`src/rtl/rom_rd_mport_if.sv`:
```
`default_nettype none
// ============================================================================
// Module      : rom_rd_mport_if
// Description : Bundle of per-channel address/data handshakes plus the
//               shared synchronous-ROM port used by rom_rd_mport.
// Revision    : 1.0 - initial release
// ============================================================================
interface rom_rd_mport_if #(
  parameter int W_DATA  = 13,
  parameter int W_ADDR  = 12,
  parameter int N_PORTS = 2
);
  logic [N_PORTS-1:0]                addr_valid;
  logic [N_PORTS-1:0]                addr_ready;
  logic [N_PORTS*W_ADDR-1:0]         addr_data;
  logic [N_PORTS-1:0]                data_valid;
  logic [N_PORTS-1:0]                data_ready;
  logic signed [N_PORTS*W_DATA-1:0]  data;
  logic                              rom_en;
  logic [W_ADDR-1:0]                 rom_addr;
  logic signed [W_DATA-1:0]          rom_data;

  // Environment side: requesters, consumers and the ROM itself.
  modport master (
    output addr_valid, addr_data, data_ready, rom_data,
    input  addr_ready, data_valid, data, rom_en, rom_addr
  );

  modport slave (
    input  addr_valid, addr_data, data_ready, rom_data,
    output addr_ready, data_valid, data, rom_en, rom_addr
  );
endinterface
`default_nettype wire

```
`src/rtl/rom_rd_mport.sv`:
```
`default_nettype none
// ============================================================================
// Module      : rom_rd_mport
// Description : Multi-channel read front end for one synchronous ROM with
//               per-channel credit-checked output buffers. Define
//               ROM_RD_RR_EN for round-robin arbitration (default: fixed
//               priority, lowest channel wins).
// Revision    : 1.0 - initial release
// ============================================================================
module rom_rd_mport #(
  parameter int W_DATA     = 13,
  parameter int W_ADDR     = 12,
  parameter int N_PORTS    = 2,
  parameter int FIFO_DEPTH = 2
) (
  input  logic           clk,
  input  logic           rst,
  rom_rd_mport_if.slave  bus
);

  localparam int C_W_IDX = (N_PORTS > 1) ? $clog2(N_PORTS) : 1;
  localparam int C_W_PTR = $clog2(FIFO_DEPTH);
  localparam int C_W_CNT = $clog2(FIFO_DEPTH + 1) + 1;

  logic                     r_infl_vld_q;
  logic [C_W_IDX-1:0]       r_infl_ch_q;
  logic [C_W_CNT-1:0]       r_cnt_q [N_PORTS];
  logic [C_W_CNT-1:0]       r_cnt_d [N_PORTS];
  logic [C_W_PTR-1:0]       r_wr_q  [N_PORTS];
  logic [C_W_PTR-1:0]       r_wr_d  [N_PORTS];
  logic [C_W_PTR-1:0]       r_rd_q  [N_PORTS];
  logic [C_W_PTR-1:0]       r_rd_d  [N_PORTS];
  logic signed [W_DATA-1:0] r_mem_q [N_PORTS][FIFO_DEPTH];

  logic [N_PORTS-1:0]        w_push;
  logic [N_PORTS-1:0]        w_pop;
  logic [N_PORTS-1:0]        w_dv;
  logic [N_PORTS-1:0]        w_elig;
  logic [C_W_CNT-1:0]        w_credit [N_PORTS];
  logic [N_PORTS*W_DATA-1:0] w_data;
  logic [N_PORTS-1:0]        w_addr_ready;
  logic [W_ADDR-1:0]         w_rom_addr;
  logic                      w_grant_vld;
  logic [C_W_IDX-1:0]        w_grant_idx;

  function automatic logic [C_W_PTR-1:0] ptr_inc(input logic [C_W_PTR-1:0] p);
    return (p == C_W_PTR'(FIFO_DEPTH - 1)) ? '0 : p + 1'b1;
  endfunction

  // Credit counts the buffered words plus the single read still in the ROM.
  always_comb begin
    w_push = '0;
    w_pop  = '0;
    w_dv   = '0;
    w_elig = '0;
    w_data = '0;
    for (int i = 0; i < N_PORTS; i++) begin
      w_push[i]   = r_infl_vld_q && (r_infl_ch_q == C_W_IDX'(i));
      w_dv[i]     = (r_cnt_q[i] != '0);
      w_pop[i]    = w_dv[i] && bus.data_ready[i];
      w_credit[i] = r_cnt_q[i] + C_W_CNT'(w_push[i]);
      w_elig[i]   = bus.addr_valid[i] &&
                    ((w_credit[i] - C_W_CNT'(w_pop[i])) < C_W_CNT'(FIFO_DEPTH));
      r_cnt_d[i]  = r_cnt_q[i] + C_W_CNT'(w_push[i]) - C_W_CNT'(w_pop[i]);
      r_wr_d[i]   = w_push[i] ? ptr_inc(r_wr_q[i]) : r_wr_q[i];
      r_rd_d[i]   = w_pop[i]  ? ptr_inc(r_rd_q[i]) : r_rd_q[i];
      w_data[i*W_DATA +: W_DATA] = w_dv[i] ? r_mem_q[i][r_rd_q[i]] : '0;
    end
  end

`ifdef ROM_RD_RR_EN
  logic [C_W_IDX-1:0] r_rr_q;
  logic [C_W_IDX-1:0] r_rr_d;

  // Scan downward so the candidate nearest the pointer is the final winner.
  always_comb begin
    w_grant_vld = 1'b0;
    w_grant_idx = '0;
    if (rst) begin
      for (int k = N_PORTS - 1; k >= 0; k--) begin
        int j;
        j = int'(r_rr_q) + k;
        if (j >= N_PORTS) j = j - N_PORTS;
        if (w_elig[j]) begin
          w_grant_vld = 1'b1;
          w_grant_idx = C_W_IDX'(j);
        end
      end
    end
    r_rr_d = (w_grant_idx == C_W_IDX'(N_PORTS - 1)) ? '0 : w_grant_idx + 1'b1;
  end

  always_ff @(posedge clk or negedge rst) begin
    if (!rst) begin
      r_rr_q <= '0;
    end else if (w_grant_vld) begin
      r_rr_q <= r_rr_d;
    end
  end
`else
  always_comb begin
    w_grant_vld = 1'b0;
    w_grant_idx = '0;
    if (rst) begin
      for (int k = N_PORTS - 1; k >= 0; k--) begin
        if (w_elig[k]) begin
          w_grant_vld = 1'b1;
          w_grant_idx = C_W_IDX'(k);
        end
      end
    end
  end
`endif

  always_comb begin
    w_addr_ready = '0;
    w_rom_addr   = '0;
    for (int i = 0; i < N_PORTS; i++) begin
      if (w_grant_vld && (w_grant_idx == C_W_IDX'(i))) begin
        w_addr_ready[i] = 1'b1;
        w_rom_addr      = bus.addr_data[i*W_ADDR +: W_ADDR];
      end
    end
  end

  assign bus.addr_ready = w_addr_ready;
  assign bus.rom_en     = w_grant_vld;
  assign bus.rom_addr   = w_rom_addr;
  assign bus.data_valid = w_dv;
  assign bus.data       = w_data;

  // rom_data belongs to the read issued last cycle; the tag routes it.
  always_ff @(posedge clk or negedge rst) begin
    if (!rst) begin
      r_infl_vld_q <= 1'b0;
      r_infl_ch_q  <= '0;
      for (int i = 0; i < N_PORTS; i++) begin
        r_cnt_q[i] <= '0;
        r_wr_q[i]  <= '0;
        r_rd_q[i]  <= '0;
        for (int j = 0; j < FIFO_DEPTH; j++) begin
          r_mem_q[i][j] <= '0;
        end
      end
    end else begin
      r_infl_vld_q <= w_grant_vld;
      r_infl_ch_q  <= w_grant_idx;
      for (int i = 0; i < N_PORTS; i++) begin
        r_cnt_q[i] <= r_cnt_d[i];
        r_wr_q[i]  <= r_wr_d[i];
        r_rd_q[i]  <= r_rd_d[i];
        if (w_push[i]) begin
          r_mem_q[i][r_wr_q[i]] <= bus.rom_data;
        end
      end
    end
  end

endmodule
`default_nettype wire

```
`src/flat_wrapper.sv`:
```
// flat-port wrapper written by rule: the top's interface ports become plain ports
module rom_rd_mport_flat 
#(
  parameter int W_DATA     = 13,
  parameter int W_ADDR     = 12,
  parameter int N_PORTS    = 2,
  parameter int FIFO_DEPTH = 2
)
  (clk, rst, bus_addr_valid, bus_addr_data, bus_data_ready, bus_rom_data, bus_addr_ready, bus_data_valid, bus_data, bus_rom_en, bus_rom_addr);
  rom_rd_mport_if #(.W_DATA(W_DATA), .W_ADDR(W_ADDR), .N_PORTS(N_PORTS)) bus_i ();
  input  logic clk;
  input  logic rst;
  input wire logic [$bits(bus_i.addr_valid)-1:0] bus_addr_valid;
  input wire logic [$bits(bus_i.addr_data)-1:0] bus_addr_data;
  input wire logic [$bits(bus_i.data_ready)-1:0] bus_data_ready;
  input wire logic [$bits(bus_i.rom_data)-1:0] bus_rom_data;
  output wire logic [$bits(bus_i.addr_ready)-1:0] bus_addr_ready;
  output wire logic [$bits(bus_i.data_valid)-1:0] bus_data_valid;
  output wire logic [$bits(bus_i.data)-1:0] bus_data;
  output wire logic [$bits(bus_i.rom_en)-1:0] bus_rom_en;
  output wire logic [$bits(bus_i.rom_addr)-1:0] bus_rom_addr;
  assign bus_i.addr_valid = bus_addr_valid;
  assign bus_i.addr_data = bus_addr_data;
  assign bus_i.data_ready = bus_data_ready;
  assign bus_i.rom_data = bus_rom_data;
  assign bus_addr_ready = bus_i.addr_ready;
  assign bus_data_valid = bus_i.data_valid;
  assign bus_data = bus_i.data;
  assign bus_rom_en = bus_i.rom_en;
  assign bus_rom_addr = bus_i.rom_addr;
  rom_rd_mport #(.W_DATA(W_DATA), .W_ADDR(W_ADDR), .N_PORTS(N_PORTS), .FIFO_DEPTH(FIFO_DEPTH)) u_core (.clk(clk), .rst(rst), .bus(bus_i));
endmodule
```
`config.mk`:
```
export PLATFORM = sky130hd
export DESIGN_NAME = rom_rd_mport_flat
export DESIGN_NICKNAME = d
export VERILOG_FILES = /design/src/rtl/rom_rd_mport_if.sv /design/src/rtl/rom_rd_mport.sv /design/src/flat_wrapper.sv
export SDC_FILE = /design/constraint.sdc
export NUM_CORES = 1
export LEC_CHECK = 0
export ABC_CLOCK_PERIOD_IN_PS = 8850
export CAP_MARGIN = 20
export CORE_AREA = 2 2 106 67
export CTS_BUF_LIST = sky130_fd_sc_hd__clkbuf_8 sky130_fd_sc_hd__clkbuf_16
export CTS_CLUSTER_SIZE = 16
export DETAILED_ROUTE_END_ITERATION = 16
export DIE_AREA = 0 0 108 69
export PLACE_DENSITY = 0.8
export SYNTH_ARGS = -nofsm -noshare
export SYNTH_HDL_FRONTEND = slang
export SYNTH_SLANG_ARGS = --single-unit
```
`constraint.sdc`:
```
create_clock -name clk -period 8.85 [get_ports clk]
set_input_delay 1.77 -clock clk [delete_from_list [all_inputs] [get_ports clk]]
set_output_delay 1.77 -clock clk [all_outputs]
set_load 0.01 [all_outputs]
```
# After elaboration in Yosys (flattened, before gate mapping)
# Index checks and enable logic that the tools add are counted.
[totals]
ff_bits = 64
input_bits = 43
output_inout_bits = 43
word_cells = 73
[classes]
add_sub_neg = 8
magnitude_cmp = 8
n_mux = 27
bitwise_logic = 6
n_reduce_logical = 12
[ops]
columns = ["cell", "n"]
rows = [
  ["$mux 13", 10],
  ["$bwmux 26", 2],
  ["$demux 13 s1", 2],
  ["$mux 12", 2],
  ["$mux 1", 11],
  ["$logic_and 1x1->1", 10],
  ["$ge 2x2->1 const B", 4],
  ["$not 1->2", 4],
  ["$add 3x1->3", 2],
  ["$lt 3x2->1 const B", 2],
  ["$reduce_bool 3->1", 2],
  ["$sub 3x1->3", 2],
  ["$add 1x1->1 const B", 4],
  ["$lt 2x1->1 const B", 2],
  ["$not 1->1", 2],
]

# Logic depth before layout (Yosys ltp)
# Gate-level depths: netlist of run 1.
[depth]
ltp_word = 12
mapped_depth = 13

# Least setup slack after synthesis of run 1
# No wires, ideal clock.
[synth_path]
path_kind = "in2out"
from = "in bus_data_ready[1]"
to = "out bus_rom_addr[10]"
arrival_time_ns = 3.797
required_ns = 7.080
setup_slack_ns = 3.283
cell_stages = 10
path_buffers = 1
cell_sequence = "and2_1 -> ha_1 -> inv_1 -> ha_1 -> inv_1 -> fa_1 -> xor3_1 -> a311oi_2 -> buf_6 -> a32o_2"
[synth_lines]
columns = ["item", "line", "rtl"]
rows = [
  ["start: declaration", "flat_wrapper.sv:15", "input wire logic [$bits(bus_i.data_ready)-1:0] bus_data_ready;"],
  ["end: declaration", "flat_wrapper.sv:21", "output wire logic [$bits(bus_i.rom_addr)-1:0] bus_rom_addr;"],
]

==> run metrics, run 1 <==
outcome complete, no violations; cells after synthesis 234; Netlist cell types 27; synthesized-area fraction occupied by ao, oa, aoi and oai cells 5.35%; largest family of logic cells by synthesized area multiplexers; CP Class in2out; Worst Path Required 7080 ps; post-synthesis mux area share 27.4%; overall power 1600 uW; number of global-route vias before repair 2117; # setup viols final 0; largest fanout on the critical path 13; Avg Vias per Cell 5.06; first-pass GRT wire length 11100 um; DR vias 2059; worst-case clock skew 5.60 ps; fin nets 365; final worst slack 1890 ps; Synth top area share 51.8%; Max Clock Freq 0.144 GHz; Worst setup EP type output pin; Critical Path AT 5190 ps; startpoint types input port; final hold slack 481 ps; Die X 108 um; drt wl/cell 17.0 um; RSZ-0062 raised after global routing no; Placer Congestion 0.795; FF-to-FF setup slack 4960 ps; Synth Register Bits 64; clock sink count 64; top cells by area, synth dfrtp_1 52%, mux2_2 18%, mux2i_1 8.4%, a32o_2 3.3%, nor2_1 3.2%; Routed Antenna Nets 0; Die Ht 69 um; Seq/Total Area, Yosys 51.8%; setup slack at placement 1900 ps; die area 7450 um2; CTS tree done; Worst VDD drop 0.261 mV; total track usage 19.6%; GRT overflow 0; PortBufs 85; top post-synthesis cells by count 64 x dfrtp_1, 50 x mux2_2, 26 x mux2i_1, 26 x nor2_1, 11 x inv_1; Final Slew Violations 0; Setup crit start bus_data_ready[1]; largest net degree at the start of global routing 80; Post-route DRC 0; DRT iter0 DRCs 73; Worst R2R Start u_core.r_cnt_q[1]; Routed WL 6930 um; Fillers 488; CTS max path bufs 2; Tightest Pin Transition 1050 ps; final hold vios 0; row count 23; setup TNS 0 ps; number of post-CTS setup repair buffers 0; Post-Synthesis Cell Area 3090 um2; count leader, synth dfrtp_1; EDFF count, synth 0; drt pass-1 iters 4; CP cell instances clkdlybuf4s50_1 -> and2_1 -> ha_1 -> inv_1 -> ha_1 -> inv_1 -> fa_1 -> xor3_1 -> a311oi_2 -> a32o_2 -> clkdlybuf4s50_1; P&R area growth vs syn 35.8%; post-CTS resize count 0; ys async rst share 100%; Syn Nets 283; # H-tree levels 3; leading area contributor after synthesis dfrtp_1; Hold-fix buffers, CTS 0; Adder-Cell Fraction of Synth Area 2.92%; hpwl dp 4930 um; slowest stage delay, CP 740 ps; total of max-cap violations 0; Ports 86; max_slew headroom 29.5%; n_diodes 0; Leak Pwr 0.00189 uW; total CTS buffers 9; Worst Hold Class reg2reg; Clk Tree Root Cell clkbuf_8; CORE AREA 6470 um2; initial antenna violation count 0; Yosys warning count 0; reg2reg path depth 10; Initial Util 47.7%; clk_lat worst skew 330 ps; CP endpoint bus_rom_addr[5]; slowest stage cell, crit path a311oi_2; PD cells 382 nW/um2; FF-to-FF End u_core.r_infl_ch_q; ys flop type dfrtp_1; crit path time final 6960 ps; Mapped Avg Cell Area 13.2 um2; CTS clk-pin slew, worst paths 60 ps; share of cells above drive strength 1 25.0%; xor/xnor cell area share of the yosys netlist 2.67%; fin crit share 78.6%; Post-Synth Simple-Gate Area 5.71%
==> how the worst min path moves through the flow <==
stage               slack (ps)  cells past startpoint              from                to
finish                     480                      1  u_core.r_wr_q[1]  u_core.r_wr_q[1]
global route               500                      1  u_core.r_wr_q[1]  u_core.r_wr_q[1]
CTS                        480                      1  u_core.r_wr_q[1]  u_core.r_wr_q[1]
detailed placement         470                      1  u_core.r_wr_q[1]  u_core.r_wr_q[1]
global placement           470                      1  u_core.r_wr_q[0]  u_core.r_wr_q[0]
floorplan                  450                      1  u_core.r_wr_q[0]  u_core.r_wr_q[0]
==> layout make-up <==
type | count | area [um2] | share of cell area, %
Clock inverter | 4 | 68.8 | 1.64
Sequential cell | 64 | 1600 | 38.2
Clock buffer | 11 | 151 | 3.61
Timing Repair Buffer | 86 | 853 | 20.3
Tap cell | 87 | 109 | 2.59
Multi-Input combinational cell | 144 | 1370 | 32.7
Inverter | 11 | 41.3 | 0.984
==> layer usage <==
layer / GRT usage (%) / part of all wire, %
met1: 29.7 / 51
met4: 5.41 / 1.3
met3: 5.11 / 5.0
met5: 0 / 0
met2: 27.7 / 42
==> flip-flops by register name, summed over array words and instances (netlist names) <==
signal	count
u_core.r_mem_q	52
u_core.r_cnt_q	6
u_core.r_rd_q	2
u_core.r_wr_q	2
u_core.r_infl_ch_q	1
u_core.r_infl_vld_q	1
==> per-stage QoR <==
stage,cell area [um2],std cells,utilization [%]
after floorplan,3090,234,-
after CTS,4200,407,64.8
final,4200,407,64.8
after global placement,3980,392,61.4
after detailed placement,3980,392,61.4
after global routing,4200,407,64.8
==> logic make-up after synthesis <==
logic type / count (synthesis)
adders and majority gates: 6
DFF: 64
muxes: 78
AOI/OAI and AO/OA: 15
buffers and inverters: 26
xor gates and xnor gates: 6
and+or+nand+nor: 39
==> power by group <==
part / internal, uW / leakage, uW / total (uW) / switching [uW]
Clock: 171 / 0.000117 / 274 / 103
Sequential: 438 / 0.000755 / 549 / 112
Combinational: 464 / 0.00102 / 780 / 317
==> critical path, delay by kind of cell <==
family                     cells  cell delay (ps)
buffers and inverters          4             1110
adders and majority gates      3              740
and+or+nand+nor                1              160
AOI/OAI and AO/OA              2              980
xor gates and xnor gates       1              440
==> cell usage in the layout (no fill, tap or decap), types with 2 or more instances in the layout <==
cell type / netlist / routed
clkdlybuf4s50_1: 0 / 84
dfrtp_1: 64 / 64
mux2_2: 50 / 50
mux2i_1: 26 / 26
nor2_1: 26 / 26
inv_1: 11 / 12
clkbuf_8: 0 / 11
a32o_2: 9 / 9
and2_1: 4 / 4
xor2_1: 4 / 4
ha_1: 4 / 4
a32o_1: 3 / 3
nor3_2: 0 / 2
nand2_1: 2 / 2
mux2_1: 2 / 2
fa_1: 2 / 2
bufinv_16: 0 / 2
Power figures use the tool's default switching activity.
==> run 2, diff against run 1 <==
ABC_CLOCK_PERIOD_IN_PS = 5900   (was 8850)
CORE_AREA = 2 2 113 71   (was 2 2 106 67)
DIE_AREA = 0 0 115 73   (was 0 0 108 69)
PLACE_DENSITY = 0.75   (was 0.8)
clock period = 5.9 ns   (was 8.85 ns; I/O delays follow)
==> run metrics, run 2 (same netlist as run 1, synthesis figures left out) <==
number of post-CTS setup repair buffers 0 (unchanged); Routed Antenna Nets 0 (unchanged); CTS max path bufs 2 (unchanged); Post-route DRC 0 (unchanged); Worst R2R Start u_core.r_cnt_q[4]; number of global-route vias before repair 2120 (+0.14%); # H-tree levels 3 (unchanged); largest fanout on the critical path 12 (-1); max_slew headroom 45.6% (+16 points); post-CTS resize count 0 (unchanged); n_diodes 0 (unchanged); share of cells above drive strength 1 25.9% (+0.93 points); setup TNS 0 ps (unchanged); drt wl/cell 16.4 um (-3.7%); CP Class in2out; Die Ht 73 um (+5.8%); RSZ-0062 raised after global routing no; Non-Filler Instances 418 (+2.7%); Top reg by flops u_core.r_mem_q; slowest stage cell, crit path clkdlybuf4s50_1; startpoint types input port; Tightest Pin Transition 815 ps (-237 ps); worst-case clock skew 6.95 ps (+1.36 ps); fin crit share 92.1%; final hold vios 0 (unchanged); Ports 86 (unchanged); CP cell instances clkdlybuf4s50_1 -> and2_1 -> ha_1 -> inv_1 -> ha_1 -> inv_1 -> fa_1 -> xor3_1 -> a311oi_2 -> buf_4 -> a32o_2 -> clkdlybuf4s50_1; initial antenna violation count 0 (unchanged); Hold-fix buffers, CTS 0 (unchanged); total track usage 17.5% (-2.1 points); outcome complete, no violations; Max Clock Freq 0.184 GHz; fin area 4290 um2 (+2.2%); Worst VDD drop 0.315 mV (+20%); hpwl dp 4910 um (-0.53%); drt pass-1 iters 4 (unchanged); row count 25 (+8.7%); reg2reg path depth 12 (+2); FF-to-FF End u_core.r_infl_vld_q; P&R area growth vs syn 38.8%; clock sink count 64 (unchanged); PortBufs 85 (unchanged); Placer Congestion 0.829 (+4.2%); Avg Vias per Cell 5.07 (+0.30%); Worst Path Required 4720 ps (-2360 ps); Initial Util 41.2% (-6.6 points); CORE AREA 7510 um2 (+16%); biggest regs u_core.r_mem_q (52), u_core.r_cnt_q (6); DR vias 2121 (+3.0%); max reg flops 52 (unchanged); commonest non-fill, non-tap cells in the layout 84 x clkdlybuf4s50_1, 64 x dfrtp_1, 50 x mux2_2; DRT iter0 DRCs 102 (+40%); CTS tree done; total CTS buffers 9 (unchanged); # setup viols final 0 (unchanged); CP bufs+invs 5 (+1); clk_lat worst skew 320 ps (about the same); Routed WL 6860 um (-1.1%); final hold slack 480 ps (-0.993 ps); Final Slew Violations 0 (unchanged); FF-to-FF setup slack 2950 ps (-2010 ps); Critical Path AT 4250 ps (-940 ps); Worst setup EP type output pin; Setup crit start bus_data_ready[1]; Clk Tree Root Cell clkbuf_16; CTS clk-pin slew, worst paths 50 ps (about the same); PD cells 575 nW/um2 (+50%); CP endpoint bus_rom_addr[5]; total of max-cap violations 0 (unchanged); placed cell count 403 (+2.8%); crit path time final 5430 ps; CP Depth 12 (+1); Die X 115 um (+6.5%); Worst Hold Class reg2reg; GRT overflow 0 (unchanged); CP delay by family, top buffers and inverters; fin nets 369 (+1.1%); largest net degree at the start of global routing 44 (-45%); first-pass GRT wire length 11000 um (-0.80%); placed inst area 4010 um2 (+0.98%); Leak Pwr 0.00193 uW (+2.3%); commonest non-fill, non-tap cell in the layout clkdlybuf4s50_1; slowest stage delay, CP 550 ps (-190 ps); Fillers 638 (+31%); die area 8400 um2 (+13%)
==> run 2: changes by cell type in the layout (fill, tap and decap cells not counted), sizes merged <==
cell      delta
buf          +4
bufinv       -2
clkinv       +1
clkinvlp     +1
==> run 2: per-layer routing <==
layer / part of all wire [%] / GRT usage (%) / vias to the layer above
met5: 0 / 0 / -
met4: 1.4 / 5.89 / 0
met3: 4.8 / 4.49 / 9
met2: 45 / 26.2 / 65
met1: 49 / 25.0 / 1048
li1: - / - / 999
==> run 2: where the power goes <==
group          switching (uW)  leakage [uW]  internal [uW]
Clock                     172      0.000139            301
Combinational             466       0.00104            704
Sequential                164      0.000755            657
==> run 2: cell type report <==
class / count / area (um2) / area share, %
clock buffer: 11 / 253 / 5.89
clock inverter: 4 / 21.3 / 0.496
inverter: 11 / 41.3 / 0.963
multi-input combinational: 144 / 1370 / 32.0
sequential: 64 / 1600 / 37.4
tap: 94 / 118 / 2.74
timing repair buffer: 90 / 883 / 20.6
==> run 2: how the worst min path moves through the flow <==
stage / start / end / slack [ps] / depth (start not counted)
detailed placement: u_core.r_wr_q[1] / u_core.r_wr_q[1] / 470 / 1
finish: u_core.r_wr_q[1] / u_core.r_wr_q[1] / 480 / 1
global route: u_core.r_wr_q[1] / u_core.r_wr_q[1] / 490 / 1
CTS: u_core.r_wr_q[1] / u_core.r_wr_q[1] / 480 / 1
global placement: u_core.r_mem_q[45] / u_core.r_mem_q[45] / 470 / 1
floorplan: u_core.r_wr_q[0] / u_core.r_wr_q[0] / 450 / 1
==> run 2: per-stage QoR <==
| stage | setup slack, ps | util, % | total power (uW) |
|---|---|---|---|
| 6_report | 468 | 57.1 | 2460 |
| 3_5_place_dp | 474 | 53.5 | 2010 |
| 3_3_place_gp | 583 | 53.5 | 1970 |
| 5_1_grt | 297 | 57.1 | 2620 |
| 2_1_floorplan | 1510 | - | 1480 |
| 4_1_cts | 442 | 57.1 | 2490 |
